## src/rtl/fp_pkg.sv

```systemverilog
// Shared constants for the RISC5 FPU single-precision blocks.
//   EXP_BIAS        IEEE single exponent bias
//   FP_INF_EXP      all-ones exponent used for the infinity encoding
//   SIGN_BIT, EXP_MSB, EXP_LSB   field positions inside a 32-bit word
//   DIV_STEPS       quotient bits produced by the sequential divider
package fp_pkg;

  localparam int unsigned EXP_BIAS   = 127;
  localparam logic [7:0]  FP_INF_EXP = 8'hFF;
  localparam int unsigned SIGN_BIT   = 31;
  localparam int unsigned EXP_MSB    = 30;
  localparam int unsigned EXP_LSB    = 23;
  localparam int unsigned DIV_STEPS  = 25;

endpackage : fp_pkg

```

## src/rtl/fp_div_step.sv

```systemverilog
// One restoring-division step (combinational).
//   r_in   [MW:0]   partial remainder entering this step
//   ym     [MW-1:0] divisor mantissa with hidden one
//   q_bit           quotient bit: 1 when r_in >= ym
//   r_next [MW:0]   remainder for the next step, already shifted left
module fp_div_step #(
  parameter int unsigned MW = 24
) (
  input  logic [MW:0]   r_in,
  input  logic [MW-1:0] ym,
  output logic          q_bit,
  output logic [MW:0]   r_next
);

  logic [MW+1:0] diff;
  logic [MW:0]   sel;

  always_comb begin
    diff   = {1'b0, r_in} - {2'b00, ym};
    q_bit  = ~diff[MW+1];
    sel    = q_bit ? diff[MW:0] : r_in;
    r_next = sel << 1;
  end

endmodule : fp_div_step

```

## src/rtl/fp_divider.sv

```systemverilog
// Sequential IEEE-754 single-precision divider z = x / y (FDV).
// Restoring division, one quotient bit per clock, truncating, no denormals.
//   clk    clock
//   rst    synchronous active-high reset
//   run    divide request, held with x/y stable until stall falls
//   x, y   dividend and divisor (IEEE single)
//   stall  high while run is asserted and the quotient is not yet ready
//   z      quotient, valid when run=1 and stall=0
module fp_divider
  import fp_pkg::*;
#(
  parameter int unsigned EXP_W  = 8,
  parameter int unsigned MANT_W = 23
) (
  input  logic                    clk,
  input  logic                    rst,
  input  logic                    run,
  input  logic [EXP_W+MANT_W:0]   x,
  input  logic [EXP_W+MANT_W:0]   y,
  output logic                    stall,
  output logic [EXP_W+MANT_W:0]   z
);

  localparam int unsigned MW = MANT_W + 1;              // mantissa incl. hidden one
  localparam int unsigned SW = $clog2(DIV_STEPS + 1);   // step counter width
  localparam int unsigned EW = EXP_W + 2;               // signed exponent width
  localparam logic [SW-1:0] LAST = SW'(DIV_STEPS);

  logic [SW-1:0] s;
  logic [MW:0]   r;
  logic [MW:0]   q;

  logic [MW-1:0] xm, ym;
  logic [MW:0]   r_in, r_next;
  logic          q_bit;

  assign xm    = {1'b1, x[MANT_W-1:0]};
  assign ym    = {1'b1, y[MANT_W-1:0]};
  assign r_in  = (s == '0) ? {1'b0, xm} : r;
  assign stall = run & (s != LAST);

  fp_div_step #(.MW(MW)) u_step (
    .r_in   (r_in),
    .ym     (ym),
    .q_bit  (q_bit),
    .r_next (r_next)
  );

  // Counter saturates at LAST while run is held, freezing R/Q so z stays
  // stable; dropping run returns to step 0 and leaves R/Q untouched, since
  // a new divide reloads R from xm and shifts every old Q bit out.
  always_ff @(posedge clk) begin
    if (rst) begin
      s <= '0;
      r <= '0;
      q <= '0;
    end else if (run) begin
      if (s != LAST) begin
        s <= s + 1'b1;
        r <= r_next;
        q <= {q[MW-1:0], q_bit};
      end
    end else begin
      s <= '0;
    end
  end

  logic                  sgn;
  logic [EXP_W-1:0]      xe, ye;
  logic signed [EW-1:0]  e;
  logic [MANT_W-1:0]     mant;

  always_comb begin
    sgn  = x[SIGN_BIT] ^ y[SIGN_BIT];
    xe   = x[EXP_MSB:EXP_LSB];
    ye   = y[EXP_MSB:EXP_LSB];
    // Quotient lies in [1/2, 2): top bit set means one extra exponent step.
    e    = $signed({2'b00, xe} - {2'b00, ye} + EW'(EXP_BIAS - 1) + {{(EW-1){1'b0}}, q[MW]});
    mant = q[MW] ? q[MW-1:1] : q[MANT_W-1:0];

    if (x[EXP_MSB:0] == '0)
      z = '0;
    else if (y[EXP_MSB:0] == '0)
      z = {sgn, FP_INF_EXP, {MANT_W{1'b0}}};
    else if (e <= 0)
      z = '0;
    else if (e >= 255)
      z = {sgn, FP_INF_EXP, {MANT_W{1'b0}}};
    else
      z = {sgn, e[EXP_W-1:0], mant};
  end

endmodule : fp_divider

```

## config.mk

```make
export PLATFORM = sky130hd
export DESIGN_NAME = fp_divider
export DESIGN_NICKNAME = d
export VERILOG_FILES = /design/src/rtl/fp_pkg.sv /design/src/rtl/fp_div_step.sv /design/src/rtl/fp_divider.sv
export SDC_FILE = /design/constraint.sdc
export NUM_CORES = 1
export LEC_CHECK = 0
export CAP_MARGIN = 25
export CORE_MARGIN = 5
export CORE_UTILIZATION = 30
export DETAILED_ROUTE_END_ITERATION = 8
export PLACE_DENSITY_LB_ADDON = 0.25
export SLEW_MARGIN = 0
export SYNTH_ARGS = -nofsm -noshare
export SYNTH_HDL_FRONTEND = slang
export SYNTH_SLANG_ARGS = --single-unit
export TNS_END_PERCENT = 10
```

## constraint.sdc

```tcl
create_clock -name clk -period 6.65 [get_ports clk]
set_input_delay 1.995 -clock clk [delete_from_list [all_inputs] [get_ports clk]]
set_output_delay 1.995 -clock clk [all_outputs]
set_load 0.03 [all_outputs]
```

==> impl_metrics.csv <==
group,metric,value,unit
yosys,synth_edf_count,0,
sta,setup_slack,-310,ps
cts,cts_buffers,5,
sta,fin_tns_setup,-8630,ps
job,cap_violations,0,
route,drc_errors,0,
yosys,ys_types,66,
yosys,syn_nets,764,
sta,post-route-period-util,105,%
critical_path,crit_chain,"buf_8 -> inv_4 -> ha_4 -> inv_2 -> fa_2 -> a211oi_4 -> o21bai_4 -> xor2_2 -> nand3_2 -> or4_4 -> a2111o_1 -> nand2_4 -> clkbuf_16 -> nor3_2 -> buf_4",
min_path,min-delay-start,"q[0]",
sta,max_freq,0.144,GHz
yosys,synthesis.area,5110,sq um
cts,clk_pin_slew_worst_paths,80,ps
yosys,ys.flop_type,"dfxtp_1",
power,power.leakage,0.00282,uW
yosys,syn_inst,659,
layout,diodes,0,
route,antenna_left,0,
place,place_inst,996,
power,ir_drop,0.107,mV
yosys,synth-seq-cells,54,
route,wl_per_cell,15.2,um
cts,htree_levels,2,
place,place.gp.congestion,0.880,
sta,worst_slew_pin_slew,680,ps
yosys,synth_top_area_cell,"dfxtp_1",
grt,grt_max_degree,65,
route,via_per_inst,5.07,
sta,setup_viol,31,
sta,rsz0062_at_grt,"true",
layout,fin_nets,903,
critical_path,path_max_fanout,5,
layout,final_common_cell,"nand2_1",
sta,drv_slew,0,
layout,area_growth,37.5,%
critical_path,arrival,4960,ps
critical_path,startpoint,"x[23]",
critical_path,reg2reg_depth,15,
min_path,hold_path.class,"reg2reg",
sta,fin_worst_skew,9.16,ps
cts,cts-root-buf,"clkbuf_16",
route,drtIter0Drc,273,
min_path,min_path_cells,2,
sta,hold_violations,0,
floorplan,core-area,16600,sq um
power,p_per_area,189,nW/um^2
place,io_buffers,99,
grt,grt_pass1_wl,24800,um
cts,cts_max_path_buffers,2,
yosys,synthArstFlopShare,0,%
floorplan,rows,47,
critical_path,crit_required,4660,ps
layout,final_layout_size_suffix_gt1_share,24.4,%
min_path,holdPathEnd,"q[1]",
grt,grt_pass1_vias,5007,
run_status,failed_checks,"negative setup slack",
run_status,status,"finished, violations left",
yosys,synthTopCellsByArea,"dfxtp_1, ha_1, mux2i_1",
floorplan,fp.dieW,141,um
yosys,ys_seq_area_share,21.1,%
critical_path,critPathBufInv,5,
cts,numClockSinks,54,
grt,grt_usage,15.3,%
route,finalWirelength,15500,um
cts,cts_tree,"yes",
yosys,avgSynthCellArea,7.76,sq um
route,via_count,5167,
yosys,synth_top_area_share,21.1,%
grt,globalRouteOverflowTotal,0,
yosys,synth_warnings,0,
critical_path,reg2reg_slack,2350,ps
floorplan,die_y,141,um
floorplan,ios,100,
floorplan,die_area,19800,sq um
route,dr.pass1.iters,4,
cts,clkLatencyLatePin,310,ps
critical_path,slowest_delay,510,ps
critical_path,cpMaxStageDelayCell,"a2111o_1",
place,dp_worst_setup_slack,-1110,ps
sta,period_needed,6960,ps
floorplan,initial_utilization,30.7,%
sta,relSlewSlack,54.7,%
layout,fin_cells,1019,
critical_path,path_class,"in2out",
critical_path,r2r_end,"r[11]",
critical_path,cp-start-kind,"input port",
critical_path,reg2reg_from,"s[0]",
critical_path,cp-end-kind,"output port",
critical_path,cp_top_family,"compound AO/OA/AOI/OAI gates",
place,dp_hpwl,11300,um
layout,final_cell_mix,"nand2_1, buf_4, nor2_1, clkdlybuf4s50_1, a21oi_1",
grt,grt_antenna_before_repair,0,
## synth_stat cells (16+ instances only)
cell type	number
nor2_1	64
nor3_2	20
inv_1	45
xnor2_1	18
a211oi_1	19
dfxtp_1	54
clkbuf_1	23
o21ai_0	16
ha_1	36
nand2_1	78
a21oi_1	57
mux2_2	24
mux2i_1	37
## metrics by stage
step	hold slack [ps]	total power [uW]	cell area (sq um)	utilization [%]
2_1_floorplan	445	773	5110	-
5_1_grt	505	1420	7030	42.3
3_3_place_gp	457	990	6630	39.8
4_1_cts	474	1320	7000	42.0
6_report	472	1330	7030	42.3
3_5_place_dp	462	989	6630	39.8
## area by class of cell
class                   instances  area [sq um]
fillers                      1704          9610
clock buffers                   5           125
clock inverters                 3          26.3
inverters                      45           171
well taps                     220           275
multi-input cells             530          3930
repair buffers                162          1420
flip-flops and latches         54          1080
## registers in the layout (all words and copies together), names as in the netlist
register and count:
r 24, q 25, s 5
## power by group
part           internal [uW]  switching (uW)
Combinational            324             371
Sequential               341            9.73
Clock                    144             142
Total                    809             523
## worst max-delay path by stage
| stage | cells past startpoint | to |
|---|---|---|
| global placement | 14 | z[18] |
| global route | 13 | z[6] |
| finish | 15 | z[10] |
| detailed placement | 14 | z[15] |
| CTS | 15 | z[7] |
| floorplan | 12 | z[0] |
## tightest hold or removal path, stage by stage (launching register included)
cell and delay (ps):
dfxtp_1 320, nand2_1 60, a21oi_1 50
## per-layer routing
layer	part of all wire (%)	global-route usage, %
met5	0	0
met4	2.8	5.20
met3	4.3	2.44
met2	47	26.7
met1	46	19.0
## repair_timing
item / 4_1_cts / 5_1_grt
hold buffers: 0 / 0
resized for setup: 127 / 101
hold endpoints to repair: 0 / 0
endpoints found under the setup margin: 32 / 32
pin swaps: 12 / 18
gates cloned: 4 / 1
setup buffers: 7 / 4
## logic make-up after synthesis
kind of cell / after synthesis / share of synthesized area (%)
compound gates: 150 / 19.7
simple gates: 246 / 24.8
mux: 62 / 12.8
buf+inv: 78 / 6.41
flops: 54 / 21.1
xor+xnor: 31 / 5.60
fa+ha+maj: 38 / 9.59
Power figures use the tool's default switching activity.
